## config.mk

```make
export PLATFORM = sky130hd
export DESIGN_NAME = qam16_mapper_flat
export DESIGN_NICKNAME = d
export VERILOG_FILES = /design/src/rtl/qam16_mapper_if.sv /design/src/rtl/qam16_mapper.sv /design/src/flat_wrapper.sv
export SDC_FILE = /design/constraint.sdc
export NUM_CORES = 1
export LEC_CHECK = 0
export ABC_AREA = 0
export CAP_MARGIN = 40
export CORE_ASPECT_RATIO = 0.75
export CORE_UTILIZATION = 60
export DETAILED_ROUTE_END_ITERATION = 10
export DONT_BUFFER_PORTS = 1
export GPL_TIMING_DRIVEN = 1
export PLACE_DENSITY = 0.77
export REMOVE_ABC_BUFFERS = 1
export SYNTH_ARGS = -nofsm -noshare
export SYNTH_HDL_FRONTEND = slang
export SYNTH_SLANG_ARGS = --single-unit
```

## constraint.sdc

```tcl
create_clock -name symbol_clock -period 6.6 [get_ports symbol_clock]
set_input_delay 0.66 -clock symbol_clock [delete_from_list [all_inputs] [get_ports symbol_clock]]
set_output_delay 0.66 -clock symbol_clock [all_outputs]
set_load 0.01 [all_outputs]
```

## src/rtl/qam16_mapper_if.sv

```systemverilog
// Bit-stream handshake and symbol output bundle
// for the 16QAM mapper.
interface qam16_mapper_if #(
  parameter int DEPTH = 8
);
  logic                    bit_in;
  logic                    bit_valid;
  logic                    bit_ready;
  logic [7:0]              I_out;
  logic [7:0]              Q_out;
  logic                    sym_valid;
  logic                    underrun;
  logic [$clog2(DEPTH):0]  fifo_level;

  modport master (
    output bit_in,
    output bit_valid,
    input  bit_ready,
    input  I_out,
    input  Q_out,
    input  sym_valid,
    input  underrun,
    input  fifo_level
  );

  modport slave (
    input  bit_in,
    input  bit_valid,
    output bit_ready,
    output I_out,
    output Q_out,
    output sym_valid,
    output underrun,
    output fifo_level
  );
endinterface

```

## src/rtl/qam16_mapper.sv

```systemverilog
// 16QAM hard-constellation mapper: serial bits in,
// nibble FIFO, Gray-mapped signed I/Q levels out.
module qam16_mapper #(
  parameter int DEPTH   = 8,
  parameter int SYM_DIV = 4,
  parameter int PREFILL = 2,
  parameter int LVL_HI  = 96,
  parameter int LVL_LO  = 32
) (
  input  logic           symbol_clock,
  input  logic           rst,
  input  logic           en,
  qam16_mapper_if.slave  bus
);
  localparam int AW = $clog2(DEPTH);
  localparam int LW = AW + 1;
  localparam int DW = (SYM_DIV > 1) ? $clog2(SYM_DIV) : 1;

  typedef enum logic [1:0] {
    IDLE, FILL, RUN, DRAIN
  } state_t;

  state_t         state_q, state_d;
  logic [1:0]     cnt_q, cnt_d;
  logic [2:0]     nib_q, nib_d;
  logic [DW-1:0]  div_q, div_d;
  logic [AW-1:0]  wr_q, wr_d;
  logic [AW-1:0]  rd_q, rd_d;
  logic [LW-1:0]  lvl_q, lvl_d;
  logic [7:0]     i_q, i_d;
  logic [7:0]     qo_q, qo_d;
  logic           sv_q, sv_d;
  logic           ur_q, ur_d;
  logic [3:0]     mem_q [DEPTH];

  logic           full, empty, ready;
  logic           accept, push, strobe, pop;
  logic [3:0]     head, nib_full;

  function automatic logic [7:0] level(
    input logic pos,
    input logic lo
  );
    logic [7:0] m;
    m = lo ? 8'(LVL_LO) : 8'(LVL_HI);
    return pos ? m : (~m + 8'd1);
  endfunction

  assign full     = lvl_q == LW'(DEPTH);
  assign empty    = lvl_q == '0;
  assign ready    = (state_q == FILL ||
                     state_q == RUN) &&
                    !(full && cnt_q == 2'd3);
  assign accept   = bus.bit_valid && ready;
  assign push     = accept && cnt_q == 2'd3;
  assign strobe   = (state_q == RUN ||
                     state_q == DRAIN) &&
                    div_q == DW'(SYM_DIV - 1);
  assign pop      = strobe && !empty;
  assign head     = mem_q[rd_q];
  assign nib_full = {bus.bit_in, nib_q};

  always_comb begin
    state_d = state_q;
    cnt_d   = cnt_q;
    nib_d   = nib_q;
    div_d   = div_q;
    wr_d    = wr_q + AW'(push);
    rd_d    = rd_q + AW'(pop);
    lvl_d   = lvl_q + LW'(push) - LW'(pop);
    i_d     = i_q;
    qo_d    = qo_q;
    sv_d    = 1'b0;
    ur_d    = 1'b0;
    if (accept) begin
      if (cnt_q == 2'd3) begin
        cnt_d = 2'd0;
        nib_d = 3'd0;
      end else begin
        cnt_d = cnt_q + 2'd1;
        nib_d = nib_q |
                (3'(bus.bit_in) << cnt_q);
      end
    end
    // n[3]/n[1] pick sign, n[2]/n[0] pick inner ring
    if (pop) begin
      i_d  = level(head[3], head[2]);
      qo_d = level(!head[1], head[0]);
      sv_d = 1'b1;
    end
    unique case (state_q)
      IDLE: begin
        div_d = '0;
        if (en) state_d = FILL;
      end
      FILL: begin
        div_d = '0;
        if (!en) begin
          state_d = IDLE;
          wr_d    = '0;
          rd_d    = '0;
          lvl_d   = '0;
          cnt_d   = 2'd0;
          nib_d   = 3'd0;
        end else if (lvl_d >= LW'(PREFILL)) begin
          state_d = RUN;
        end
      end
      RUN: begin
        div_d = strobe ? '0 : div_q + DW'(1);
        if (strobe && empty) begin
          i_d  = 8'd0;
          qo_d = 8'd0;
          ur_d = 1'b1;
        end
        if (!en) begin
          state_d = DRAIN;
          cnt_d   = 2'd0;
          nib_d   = 3'd0;
        end
      end
      DRAIN: begin
        div_d = strobe ? '0 : div_q + DW'(1);
        if (strobe && empty) begin
          state_d = IDLE;
          i_d     = 8'd0;
          qo_d    = 8'd0;
        end
      end
      default: state_d = IDLE;
    endcase
  end

  always_ff @(posedge symbol_clock) begin
    if (rst) begin
      state_q <= IDLE;
      cnt_q   <= 2'd0;
      nib_q   <= 3'd0;
      div_q   <= '0;
      wr_q    <= '0;
      rd_q    <= '0;
      lvl_q   <= '0;
      i_q     <= 8'd0;
      qo_q    <= 8'd0;
      sv_q    <= 1'b0;
      ur_q    <= 1'b0;
    end else begin
      state_q <= state_d;
      cnt_q   <= cnt_d;
      nib_q   <= nib_d;
      div_q   <= div_d;
      wr_q    <= wr_d;
      rd_q    <= rd_d;
      lvl_q   <= lvl_d;
      i_q     <= i_d;
      qo_q    <= qo_d;
      sv_q    <= sv_d;
      ur_q    <= ur_d;
    end
  end

  always_ff @(posedge symbol_clock) begin
    if (!rst && push) mem_q[wr_q] <= nib_full;
  end

  assign bus.bit_ready  = ready;
  assign bus.I_out      = i_q;
  assign bus.Q_out      = qo_q;
  assign bus.sym_valid  = sv_q;
  assign bus.underrun   = ur_q;
  assign bus.fifo_level = lvl_q;
endmodule
```

## src/flat_wrapper.sv

```systemverilog
// flat-port wrapper written by rule: the top's interface ports become plain ports
module qam16_mapper_flat 
#(
  parameter int DEPTH   = 8,
  parameter int SYM_DIV = 4,
  parameter int PREFILL = 2,
  parameter int LVL_HI  = 96,
  parameter int LVL_LO  = 32
)
  (symbol_clock, rst, en, bus_bit_in, bus_bit_valid, bus_bit_ready, bus_I_out, bus_Q_out, bus_sym_valid, bus_underrun, bus_fifo_level);
  qam16_mapper_if #(.DEPTH(DEPTH)) bus_i ();
  input  logic symbol_clock;
  input  logic rst;
  input  logic en;
  input wire logic [$bits(bus_i.bit_in)-1:0] bus_bit_in;
  input wire logic [$bits(bus_i.bit_valid)-1:0] bus_bit_valid;
  output wire logic [$bits(bus_i.bit_ready)-1:0] bus_bit_ready;
  output wire logic [$bits(bus_i.I_out)-1:0] bus_I_out;
  output wire logic [$bits(bus_i.Q_out)-1:0] bus_Q_out;
  output wire logic [$bits(bus_i.sym_valid)-1:0] bus_sym_valid;
  output wire logic [$bits(bus_i.underrun)-1:0] bus_underrun;
  output wire logic [$bits(bus_i.fifo_level)-1:0] bus_fifo_level;
  assign bus_i.bit_in = bus_bit_in;
  assign bus_i.bit_valid = bus_bit_valid;
  assign bus_bit_ready = bus_i.bit_ready;
  assign bus_I_out = bus_i.I_out;
  assign bus_Q_out = bus_i.Q_out;
  assign bus_sym_valid = bus_i.sym_valid;
  assign bus_underrun = bus_i.underrun;
  assign bus_fifo_level = bus_i.fifo_level;
  qam16_mapper #(.DEPTH(DEPTH), .SYM_DIV(SYM_DIV), .PREFILL(PREFILL), .LVL_HI(LVL_HI), .LVL_LO(LVL_LO)) u_core (.symbol_clock(symbol_clock), .rst(rst), .en(en), .bus(bus_i));
endmodule
```

==> summary.md <==
| Metric | Value |
|---|---|
| H-tree depth | `3` |
| Power per cell area | `~260 nW/µm²` |
| First-pass GRT wire length | `between 7000 and 8000 µm` |
| Final hold vios | `0` |
| Synth Flop Type | `dfxtp_1` |
| Min cycle time layout | `approximately 3.4 ns` |
| Crit-path max FO | `10` |
| Vias post-DR | `roughly 1600` |
| Routability Congestion | `roughly 0.91` |
| CTS Buffer Depth | `2` |
| DR vias/cell | `~5.7` |
| Kind of critical path | `flip-flop to flip-flop` |
| Die Area | `a little over 5000 µm²` |
| Pin count of the biggest net entering global routing | `16` |
| Share of cells above drive strength 1 | `0.09821` |
| Final HPWL DP | `3729 µm` |
| Global route total overflow | `0` |
| Nets | `between 200 and 250` |
| Clock sinks | `~70` |
| Final Cycle Share | `0.5202` |
| Placement Rows | `21` |
| Cell Area, Synth | `around 2900 µm²` |
| Clk slew on worst S/H paths | `roughly 0.070 ns` |
| Total Power | `just under 800 µW` |
| Critical path cell sequence | `inv_1 -> ha_1 -> o21a_1 -> nand2_1 -> inv_1 -> ha_1 -> inv_1 -> ha_1 -> fa_1 -> xor2_1 -> nor4_1 -> mux2i_1 -> a311o_1 -> o31ai_1` |
| Pins Over Slew Limit | `0` |
| Register bit total from synthesis | `69` |
| CTS buffer count | `9` |
| Initial DRC count | `just under 50` |
| Via count of the first global-routing pass | `about 1600` |
| Synth Area per Inst | `13.33 µm²` |
| CTS tree | `done` |
| Number of port buffers | `0` |
| Clock Skews | `between 0.008 and 0.009 ns` |
| Fillers | `~340` |
| WP buf/inv | `3` |
| Die H | `between 60 and 70 µm` |
| Slowest stage delay, CP | `0.42 ns` |
| Sw frac | `0.2126` |
| Post-CTS Setup Repair Bufs | `0` |
| GRT Util Overall | `0.2304` |
| Cell taking the most area after synthesis | `edfxtp_1` |
| Worst path arrival time | `3.68 ns` |
| Initial Utilization | `0.6312` |
| Sequential share of power | `0.579` |
| Maximum vdd ir drop | `188.2 µV` |
| P_int | `between 600 and 700 µW` |
| Total negative slack | `0 ns` |
| Crit end category | `flip-flop` |
| Slew @ Worst Pin | `approximately 0.85 ns` |
| Synth async-reset ratio | `0` |
| # DRC | `0` |
| Pre-Repair DR Iteration Count | `5` |
| CP top delay family | `adder cells` |
| Worst-Skew Late Latency | `approximately 0.34 ns` |
| Unrepaired setup endpoints after global routing | `no` |
| Initial antenna violation count | `0` |
| Pleak | `1.179 nW` |
| Final setup fails | `0` |
| Antenna cells | `0` |
| Drt wl/cell | `about 18 µm` |
| Min-Delay Path Class | `input port to flip-flop` |
| Synth warn | `0` |
| Final ANT Viol Nets | `0` |
| CP required | `just under 7 ns` |
| Horiz. Die Dim | `81.62 µm` |
| Number of flops mapped to enable cells by yosys | `32` |
| Top cells by area, synth | `edfxtp_1 (34%), dfxtp_1 (26%), ha_1 (7.0%), and2_1 (3.9%), mux4_2 (3.9%)` |
| Cell count after synthesis | `between 200 and 250` |
| F_max | `roughly 300 MHz` |
| Critical Path Source Type | `flip-flop` |
| CTS root buf | `clkbuf_8` |
| Max-slew headroom | `0.4293` |
| # resized after CTS | `0` |
| Clock power share | `0.380` |
| CORE AREA | `4519 µm²` |
| Switching pwr | `roughly 170 µW` |
| Synth cell count leaders | `dfxtp_1 (37), edfxtp_1 (32), and2_1 (18)` |
| Distinct cells, synth | `38` |
| Area Growth Syn to Fin | `7.281%` |
| MaxCap Viol Count | `0` |
| # IOs | `28` |
| Count leader, synth | `dfxtp_1` |
| Max stage delay cell, worst path | `dfxtp_1` |
| Hold-fix buffers, CTS | `0` |
| Yosys top cell area share | `0.3368` |
| Sequential fraction of the synthesis area | `0.5965` |
| Wirelength, routed | `between 5000 and 6000 µm` |
| Status | `complete, no violations` |
| Combinational power share | `0.042` |
[layout by cell type, fill, tap and decap left out, types with 5 or more instances in the layout]
cell and n:
mux2i_1 5, mux4_2 5, and2_1 18, nand2_1 7
nor2_1 16, ha_1 16, edfxtp_1 32, dfxtp_1 37
a21oi_1 9, xnor2_1 5, inv_1 14, clkbuf_8 11
[logic make-up after synthesis]
family,synth area share
flops,0.5965
simple gates,0.1149
compound gates,0.06930
buf+inv,0.03114
fa+ha+maj,0.07719
mux,0.08948
xor+xnor,0.02149
[power by group through the flow]
stage               Combinational [mW]  Sequential, mW  Clock [mW]
finish                          0.0326           0.454       0.298
global route                    0.0367           0.454       0.322
CTS                             0.0323           0.454       0.305
detailed placement              0.0320           0.463           0
global placement                0.0306           0.463           0
floorplan                       0.0258           0.462           0
[worst paths after layout]
kind | start | endpoint | slack, ns | cells past startpoint
worst min register to register | u_core.div_q[0]$_SDFF_PP0_ | u_core.div_q[0]$_SDFF_PP0_ | 0.43 | 1
worst max-delay path | u_core.state_q[0]$_SDFFE_PP0P_ | flip-flop | 3.17 | 14
worst max register to register | u_core.state_q[0]$_SDFFE_PP0P_ | flip-flop | 3.17 | 14
worst min-delay path | rst | u_core.state_q[0]$_SDFFE_PP0P_ | 0.39 | 1
[routing by layer]
layer,vias to the layer above,wire [µm],GRT usage
met4,0,38,0.08271
li1,785,-,-
met2,45,2320,0.3643
met5,-,0,0
met3,4,340,0.1124
met1,771,2338,0.2790
[per-stage QoR]
step	hold slack (ns)	area, µm²	cells	util	setup WS (ns)
2_1_floorplan	0.4037	2816	208	-	3.544
3_3_place_gp	0.4120	2888	265	0.6390	3.409
3_5_place_dp	0.4207	2888	265	0.6390	3.202
4_1_cts	0.3707	3060	281	0.6772	3.189
5_1_grt	0.3694	3060	281	0.6772	2.890
6_report	0.3872	3060	281	0.6772	3.167
[flip-flops by register name, indices dropped and copies added, names as in the netlist, named ones only]
register               cells
u_core.wr_q                3
u_core.bus.Q_out           8
u_core.nib_q               3
u_core.bus.I_out           8
u_core.div_q               2
u_core.bus.fifo_level      4
u_core.bus.sym_valid       1
u_core.rd_q                3
u_core.mem_q              32
u_core.state_q             1
u_core.bus.underrun        1
u_core.cnt_q               2
[final cells by class]
cell class / count / area (µm²) / area share
clock buffers: 14 / 162.7 / 0.05315
flip-flops and latches: 69 / 1702 / 0.5560
multi-input cells: 125 / 1062 / 0.3471
inverters: 14 / 52.55 / 0.01717
well taps: 57 / 71.32 / 0.02330
clock inverters: 2 / 10.01 / 0.003271
No activity file was read; power rests on OpenSTA's default activity.
